`config.mk`:
```
export PLATFORM = sky130hd
export DESIGN_NAME = combinational_adder
export DESIGN_NICKNAME = d
export VERILOG_FILES = /design/src/rtl/combinational_adder.sv
export SDC_FILE = /design/constraint.sdc
export NUM_CORES = 1
export LEC_CHECK = 0
export CAP_MARGIN = 10
export CORE_UTILIZATION = 31
export DETAILED_ROUTE_END_ITERATION = 6
export PLACE_DENSITY = 0.83
export SLEW_MARGIN = 20
export SYNTH_ARGS = -nofsm -noshare
export SYNTH_HDL_FRONTEND = slang
export SYNTH_SLANG_ARGS = --single-unit
```
`constraint.sdc`:
```
create_clock -name vclk -period 2.2
set_input_delay 0.44 -clock vclk [all_inputs]
set_output_delay 0.44 -clock vclk [all_outputs]
set_load 0.005 [all_outputs]
```
`src/rtl/combinational_adder.sv`:
```
`default_nettype none
// ============================================================================
// Module      : combinational_adder
// Description : 16-bit unsigned adder, z = (x + y) mod 2^16, built as a
//               two-level carry-lookahead structure (four 4-bit CLA groups
//               plus a group lookahead unit). Clock and reset are present
//               only for port-shell uniformity and drive no logic.
// Revision    : 1.0 - initial release
// ============================================================================
module combinational_adder (
   input  logic        clock,
   input  logic        reset,
   input  logic [15:0] io_x,
   input  logic [15:0] io_y,
   output logic [15:0] io_z
);

   localparam logic c_cin0 = 1'b0;

   logic [15:0] w_g;        // per-bit generate
   logic [15:0] w_p;        // per-bit propagate
   logic [15:0] w_sum;
   logic [3:0]  w_grp_g;    // group generate
   logic [3:0]  w_grp_p;    // group propagate
   logic [3:0]  w_grp_c;    // carry into each group
   logic        w_c16;      // final carry-out, discarded (wrap-around)

   // Bit-level generate/propagate
   assign w_g = io_x & io_y;
   assign w_p = io_x ^ io_y;

   // Group lookahead: carries into groups 1..3 from group G/P, no ripple
   assign w_grp_c[0] = c_cin0;
   assign w_grp_c[1] = w_grp_g[0];
   assign w_grp_c[2] = w_grp_g[1]
                     | (w_grp_p[1] & w_grp_g[0]);
   assign w_grp_c[3] = w_grp_g[2]
                     | (w_grp_p[2] & w_grp_g[1])
                     | (w_grp_p[2] & w_grp_p[1] & w_grp_g[0]);
   assign w_c16      = w_grp_g[3] | (w_grp_p[3] & w_grp_c[3]);

   // Four 4-bit CLA groups with flattened sum-of-products carries
   generate
      for (genvar k = 0; k < 4; k++) begin : g_group
         logic [3:0] w_gb;
         logic [3:0] w_pb;
         logic [3:0] w_c;
         logic       w_cin;

         assign w_gb  = w_g[4*k +: 4];
         assign w_pb  = w_p[4*k +: 4];
         assign w_cin = w_grp_c[k];

         assign w_c[0] = w_cin;
         assign w_c[1] = w_gb[0]
                       | (w_pb[0] & w_cin);
         assign w_c[2] = w_gb[1]
                       | (w_pb[1] & w_gb[0])
                       | (w_pb[1] & w_pb[0] & w_cin);
         assign w_c[3] = w_gb[2]
                       | (w_pb[2] & w_gb[1])
                       | (w_pb[2] & w_pb[1] & w_gb[0])
                       | (w_pb[2] & w_pb[1] & w_pb[0] & w_cin);

         assign w_grp_g[k] = w_gb[3]
                           | (w_pb[3] & w_gb[2])
                           | (w_pb[3] & w_pb[2] & w_gb[1])
                           | (w_pb[3] & w_pb[2] & w_pb[1] & w_gb[0]);
         assign w_grp_p[k] = &w_pb;

         assign w_sum[4*k +: 4] = w_pb ^ w_c;
      end
   endgenerate

   assign io_z = w_sum;

   // Clock, reset and the final carry intentionally go nowhere
   logic w_unused;
   assign w_unused = &{clock, reset, w_c16};

endmodule
`default_nettype wire

```
; ---- Yosys cells after proc, flatten, opt, wreduce, memory -nomap -nowiden
; Index checks and enable logic that the tools add are counted.
[classes]
bitwise = 89
reduce_logical = 2
[ops]
columns = op, count
row1 = AND 1 bit, 50
row2 = bitwise OR 1 bit, 33
row3 = bitwise XOR 16 bit, 1
row4 = bitwise XOR 4 bit, 4
row5 = AND 15 bit, 1
row6 = AND reduction 4 bit, 2
[totals]
ff_bits = 0
inputBits = 34
output_inout_bits = 16
wordCells = 91

; ---- Depth between registers and ports, before layout
; Gate-level depths: netlist of the first run.
[logic_depth]
word_depth = 11
mapped_depth = 8
ltp_nobuf = 8

; ---- Worst setup path after synthesis of the first run
; OpenSTA, ideal clock, no wires.
[synth_timing]
path_type = input -> output
start = input port io_x[9]
end = output port io_z[13]
arrival_time_ns = 1.912
required_ns = 1.760
path_slack_ns = -0.152
stages = 7
n_path_buf = 0
cell_sequence = ha_1 -> a21oi_1 -> o21ai_0 -> a21oi_1 -> nand2_1 -> fa_1 -> xor2_1
[synth_between]
elab_chain_len = 9
elab_cells_between_ends = 16
classes_between = 15 x bitwise / 1 x reduce/logical
[synth_rtl]
columns = item, line
row1 = from (decl), 13  ; input logic [15:0] io_x,
row2 = AND 15 bit or bitwise XOR 16 bit (tied branches), "29, 30"
row3 = AND 1 bit (on tied branches), "67, 68"
row4 = bitwise OR 1 bit or AND 1 bit (tied branches), "67, 68"
row5 = bitwise OR 1 bit, 68  ; | (w_pb[3] & w_pb[2] & w_pb[1] & w_gb[0]);
row6 = bitwise OR 1 bit, 38  ; | (w_grp_p[2] & w_grp_g[1])
row7 = bitwise OR 1 bit *, 39  ; | (w_grp_p[2] & w_grp_p[1] & w_grp_g[0]);
row8 = AND 1 bit *, 56  ; | (w_pb[0] & w_cin);
row9 = bitwise OR 1 bit *, 56
row10 = bitwise XOR 4 bit *, 71  ; assign w_sum[4*k +: 4] = w_pb ^ w_c;
row11 = to (decl), 15  ; output logic [15:0] io_z
; Every way passes the cells marked *; elsewhere a longest branch is shown, timed or not.

; ---- Final worst setup path of the first run
[layout_timing]
start = input port io_y[5]
end = output port io_z[12]
[layout_between]
elab_chain_len = 8
elab_cells_between_ends = 14
classes_between = 13 x bitwise / 1 x reduce/logical
[layout_rtl]
columns = item, line
row1 = from (decl), 14  ; input logic [15:0] io_y,
row2 = AND 15 bit or bitwise XOR 16 bit (tied branches), "29, 30"
row3 = AND 1 bit (on tied branches), "67, 68"
row4 = bitwise OR 1 bit or AND 1 bit (tied branches), "67, 68"
row5 = bitwise OR 1 bit, 68
row6 = AND 1 bit, 38
row7 = bitwise OR 1 bit, 38
row8 = bitwise OR 1 bit *, 39
row9 = bitwise XOR 4 bit *, 71
; Marked as above.

==> results.json, run 1 <==
{
  "result_of_the_run": "complete, but fails checks",
  "violations": "setup timing",
  "drt_drc_violations_left": 0,
  "power_leakage_nw": 0.754,
  "core_sq_um": 1800,
  "die-area_sq_um": 2190,
  "layout.nets": 215,
  "number_of_global_route_vias_before_repair": 1108,
  "synth_warnings": 0,
  "seq_area_sq_um": 0,
  "grt_max_degree": 6,
  "postSynthNetCount": 129,
  "critical_path.max_fanout": 4,
  "wire_length_of_the_first_global_routing_pass_mm": 5.29,
  "synth_top_area_share_pct": 30.1,
  "critical_path_arrival_ns": 2.22,
  "critical-path-top-delay-family": "adder cells",
  "crit_type": "primary input to primary output",
  "die-height_microns": 46.8,
  "number_of_buffer_cells_added_on_primary_ports": 48,
  "timing.final.hold_violations": 0,
  "groute.layer.met3.usage_pct": 11.2,
  "timing.max_slew.rel_slack_pct": 83.6,
  "initial_utilization_pct": 34.6,
  "timing.hold.worst.class": "primary input to primary output",
  "n_clock_buffer": 0,
  "proportion_of_layout_cells_with_a_drive_suffix_above_1_pct": 76.3,
  "vdd_drop_max_v": 0.000271,
  "syn-mean-instance-area_sq_um": 8.20,
  "timing.final.max_slew_violations": 0,
  "syn_area_sq_um": 623,
  "required_ns": 1.76,
  "timing.critical_path.from": "io_y[5]",
  "ys_types": 23,
  "period_share_pct": 121,
  "initialDrtViolationCount": 37,
  "fmax_ghz": 0.376,
  "gr-usage-all-layers_pct": 34.3,
  "timing.critical_path.to_type": "primary output",
  "power_per_cell_area_nw_per_um2": 351,
  "antenna_cells_inserted": 0,
  "met2_usage_pct": 65.8,
  "route.detailed.vias_per_inst": 5.92,
  "hold_buffers": 0,
  "routedWlPerCell_microns": 24.4,
  "hold_path.startpoint": "io_x[2]",
  "utilization_pct": 95.5,
  "netlist_top_cells_area": "sky130_fd_sc_hd__ha_1 30%, sky130_fd_sc_hd__fa_1 13%, sky130_fd_sc_hd__a21oi_1 10%",
  "grt-ovfl-total": 0,
  "finalWirelength_mm": 4.51,
  "cpMaxStageDelayCell": "sky130_fd_sc_hd__fa_2",
  "setup_viol": 12,
  "drt_pass1_iterations": 4,
  "netlist_instances": 76,
  "chipWidth_microns": 46.8,
  "yosysTopAreaCell": "sky130_fd_sc_hd__ha_1",
  "seq_area_frac_synth_pct": 0,
  "max_cap_violations": 0,
  "post-route-worst-setup-slack_ns": -0.460,
  "design.seq.count": 0,
  "timing.critical_path.cells": "buf_6, ha_4, buf_4, nand2_2, o22ai_4, nand4_1, nand2_2, fa_2, buf_2",
  "startpoint_type": "primary input",
  "number_of_antenna_violations_at_the_first_check_in_global_routing": 0,
  "drt.antenna.violating_nets": 0,
  "area_growth_pct": 176,
  "routed-via-count": 1095,
  "timing.final.crit_period_ns": 2.66,
  "grtUsageMet1_pct": 33.3,
  "p_total_mw": 0.605,
  "holdWs_ns": 1.38,
  "grt_busiest_layer": "met2",
  "n_fill_cell": 42,
  "pin_count": 50,
  "critPathBufInv": 3,
  "cpMostUsedCell": "sky130_fd_sc_hd__nand2_2",
  "count_of_standard_cell_rows": 15,
  "gpl.final_weighted_congestion": 0.754,
  "dp.final_hpwl_mm": 2.06,
  "unrepaired_setup_endpoints_after_global_routing": "yes",
  "timing_worst_slew_pin_value_ns": 0.244,
  "worst_path_largest_cell_delay_ns": 0.47
}
==> synth_stat cells <==
cell and n:
sky130_fd_sc_hd__nand4_1 2, sky130_fd_sc_hd__fa_1 4, sky130_fd_sc_hd__nand2_1 7, sky130_fd_sc_hd__and4b_1 1
sky130_fd_sc_hd__nand2b_1 1, sky130_fd_sc_hd__xnor2_1 5, sky130_fd_sc_hd__nor2b_1 1, sky130_fd_sc_hd__a211oi_2 1
sky130_fd_sc_hd__a21oi_1 13, sky130_fd_sc_hd__o211ai_1 1, sky130_fd_sc_hd__nor2_1 3, sky130_fd_sc_hd__a31oi_1 1
sky130_fd_sc_hd__a211o_2 1, sky130_fd_sc_hd__ha_1 15, sky130_fd_sc_hd__inv_1 5, sky130_fd_sc_hd__mux2_2 1
sky130_fd_sc_hd__o22ai_2 1, sky130_fd_sc_hd__a41oi_1 1, sky130_fd_sc_hd__xor2_1 6, sky130_fd_sc_hd__and3_1 1
sky130_fd_sc_hd__o21ai_1 2, sky130_fd_sc_hd__and2b_1 1, sky130_fd_sc_hd__o21ai_0 2
==> cell families after synthesis <==
kind of cell	share of synthesized area, %
adders and majority gates	43.0
buffers and inverters	3.01
xor gates and xnor gates	15.5
muxes	1.81
and+or+nand+nor	13.9
AOI/OAI and AO/OA	22.9
==> stage by stage <==
step | setup slack, ns | instance area, sq um | instances | setup TNS (ns)
finish | -0.460 | 1720 | 185 | -3.88
floorplan | -0.0225 | 714 | 76 | -0.0270
global placement | -1.04 | 1410 | 173 | -12.69
CTS | -0.345 | 1600 | 183 | -2.79
global route | -0.517 | 1720 | 185 | -4.45
detailed placement | -1.20 | 1410 | 173 | -14.04
==> cell usage in the layout, fill, tap and decap left out, drive strengths merged <==
master         count
buf               67
ha                15
a21oi             13
nand2              7
xor2               6
clkdlybuf4s15      6
dlygate4sd2        5
clkdlybuf4s50      5
inv                5
xnor2              5
fa                 4
o21ai              4
nor2               3
nand4              2
and2b              1
nor2b              1
o22ai              1
a211o              1
a31oi              1
and3               1
and4b              1
mux2               1
a211oi             1
nand2b             1
a41oi              1
o211ai             1
clkbuf             1
==> final timing paths <==
kind	end	slack, ns	depth (start not counted)
hold / removal	io_z[2]	1.38	5
setup / recovery	io_z[12]	-0.46	9
==> per-layer routing <==
metal | up-vias | wire length, microns
met2 | 113 | 2180
met4 | 0 | 395
met5 | - | 0
li1 | 446 | -
met3 | 35 | 397
met1 | 501 | 1540
==> power breakdown <==
group | internal [mW] | leakage [nW] | switching (mW) | total, mW
Combinational | 0.324 | 0.754 | 0.280 | 0.605
Sequential | 0 | 0 | 0 | 0
Clock | 0 | 0 | 0 | 0
Total | 0.324 | 0.754 | 0.280 | 0.605
==> final cells by class <==
type | instances | area (sq um) | area share [%]
Multi-Input combinational cell | 71 | 980 | 56.9
Timing Repair Buffer | 84 | 691 | 40.1
Tap cell | 25 | 31.3 | 1.82
Inverter | 5 | 18.8 | 1.09
==> tightest hold or removal path, stage by stage <==
cell and delay [ns]:
sky130_fd_sc_hd__buf_6 0.08, sky130_fd_sc_hd__ha_4 0.14, sky130_fd_sc_hd__buf_4 0.11, sky130_fd_sc_hd__xor2_2 0.05, sky130_fd_sc_hd__clkbuf_2 0.11
==> timing repair <==
item | in CTS | in global routing
gates resized for setup | 191 | 29
setup endpoints to repair | 15 | 15
gates cloned | 0 | 0
pin swaps | 47 | 25
buffers inserted | 13 | 4
(Power assumes the default switching activity.)
==> inputs of run 2 (changes only) <==
--- a/config.mk
+++ b/config.mk
@@ -8,6 +8,7 @@
 export CAP_MARGIN = 10
 export CORE_UTILIZATION = 31
 export DETAILED_ROUTE_END_ITERATION = 6
+export GPL_TIMING_DRIVEN = 0
 export PLACE_DENSITY = 0.83
 export SLEW_MARGIN = 20
 export SYNTH_ARGS = -nofsm -noshare
==> results.json, run 2 (same netlist as run 1, synthesis figures left out) <==
{
  "number_of_antenna_violations_at_the_first_check_in_global_routing": 0,
  "routed-via-count": 992,
  "p_total_mw": 0.570,
  "worst_path_largest_cell_delay_ns": 0.27,
  "route.detailed.vias_per_inst": 5.54,
  "power_frac_seq_pct": 0,
  "proportion_of_layout_cells_with_a_drive_suffix_above_1_pct": 69.5,
  "wire_length_of_the_first_global_routing_pass_mm": 5.35,
  "drt.antenna.violating_nets": 0,
  "startpoint_type": "primary input",
  "critical-path-top-delay-family": "buffers and inverters",
  "grt-ovfl-total": 0,
  "post-route-worst-setup-slack_ns": -0.483,
  "p_comb_share_pct": 100.0,
  "unrepaired_setup_endpoints_after_global_routing": "yes",
  "chipWidth_microns": 46.8,
  "antenna_cells_inserted": 0,
  "design.seq.count": 0,
  "crit_type": "primary input to primary output",
  "timing.max_slew.rel_slack_pct": 82.0,
  "area_growth_pct": 168,
  "power_leakage_nw": 0.725,
  "detailedPlace.worstSlack_ns": -1.21,
  "result_of_the_run": "complete, but fails checks",
  "count_of_standard_cell_rows": 15,
  "pin_count": 50,
  "timing.critical_path.cells": "buf_6, ha_4, nand4_1, o22ai_4, a31oi_2, buf_4, buf_4, o21ai_2, xor2_1, buf_2",
  "seq_area_sq_um": 0,
  "layout.nets": 209,
  "vdd_drop_max_v": 0.000235,
  "period_share_pct": 122,
  "max_cap_violations": 0,
  "timing.final.max_slew_violations": 0,
  "timing_worst_slew_pin_value_ns": 0.267,
  "drt_drc_violations_left": 0,
  "swShare_pct": 45.4,
  "timing.final.hold_violations": 0,
  "timing.critical_path.to_type": "primary output",
  "power_per_cell_area_nw_per_um2": 341,
  "switching_power_mw": 0.259,
  "timing.hold.worst.class": "primary input to primary output",
  "required_ns": 1.76,
  "n_fill_cell": 58,
  "share_clk_of_total_power_pct": 0,
  "drt_pass1_iterations": 4,
  "critical_path.max_fanout": 4,
  "critical_path_arrival_ns": 2.24,
  "initial_utilization_pct": 34.6,
  "violations": "setup timing",
  "fmax_ghz": 0.373,
  "dp_area_sq_um": 1230,
  "holdWs_ns": 1.40,
  "gr-usage-all-layers_pct": 35.5,
  "routedWlPerCell_microns": 22.6,
  "core_sq_um": 1800,
  "critPathBufInv": 4,
  "internal_power_mw": 0.311,
  "setup_viol": 12,
  "timing.final.crit_period_ns": 2.68,
  "gpl.final_weighted_congestion": 0.743,
  "die-area_sq_um": 2190,
  "number_of_global_route_vias_before_repair": 1061,
  "n_clock_buffer": 0,
  "grt_max_degree": 6,
  "final_common_cell": "sky130_fd_sc_hd__buf_4",
  "dp.final_hpwl_mm": 1.63,
  "finalWirelength_mm": 4.05,
  "hold_buffers": 0,
  "layout_common_cells": "29 x sky130_fd_sc_hd__buf_4, 14 x sky130_fd_sc_hd__buf_2, 12 x sky130_fd_sc_hd__ha_4",
  "die-height_microns": 46.8,
  "cpMaxStageDelayCell": "sky130_fd_sc_hd__ha_4",
  "cpMostUsedCell": "sky130_fd_sc_hd__buf_4",
  "initialDrtViolationCount": 21,
  "postLayoutCellArea_sq_um": 1670,
  "number_of_buffer_cells_added_on_primary_ports": 48
}
-- run 2: cell count changes in the layout (fill, tap and decap cells not counted), sizes merged --
cell	delta
buf	-11
clkdlybuf4s15	+4
dlygate4sd2	+1
-- run 2: final cells by class --
class                           count  area, sq um  area share [%]
Inverter                            5         18.8            1.12
Timing Repair Buffer               78          662            39.6
Tap cell                           25         31.3            1.87
Multi-Input combinational cell     71          961            57.4
-- run 2: final timing paths --
| check | start | endpoint | cells after the start |
|---|---|---|---|
| worst max-delay path | io_y[4] | io_z[10] | 10 |
| worst min-delay path | io_y[4] | io_z[4] | 5 |
-- run 2: power groups by stage --
stage          logic, mW  registers (mW)  clock network [mW]
2_1_floorplan      0.176               0                   0
5_1_grt            0.598               0                   0
3_5_place_dp       0.389               0                   0
4_1_cts            0.457               0                   0
6_report           0.570               0                   0
3_3_place_gp       0.377               0                   0
-- run 2: layer usage --
layer | GRT usage, % | part of all wire [%] | up-vias
met5 | 0 | 0 | -
met4 | 17.1 | 8.3 | 0
met3 | 4.62 | 8.9 | 29
met2 | 65.8 | 47 | 85
met1 | 39.6 | 35 | 445
li1 | - | - | 433
-- run 2: per-stage QoR --
step,TNS [ns],util [%],cells
floorplan,-0.0270,-,76
global placement,-12.49,68.1,149
detailed placement,-13.37,68.1,149
CTS,-2.24,87.3,176
global route,-4.58,92.8,179
finish,-4.02,92.8,179
-- run 2: repair_timing --
action | in CTS | in global routing
resized for setup | 175 | 22
endpoints found under the setup margin | 15 | 13
buffers inserted | 27 | 5
hold endpoints to repair | 0 | 0
pin swaps | 44 | 20
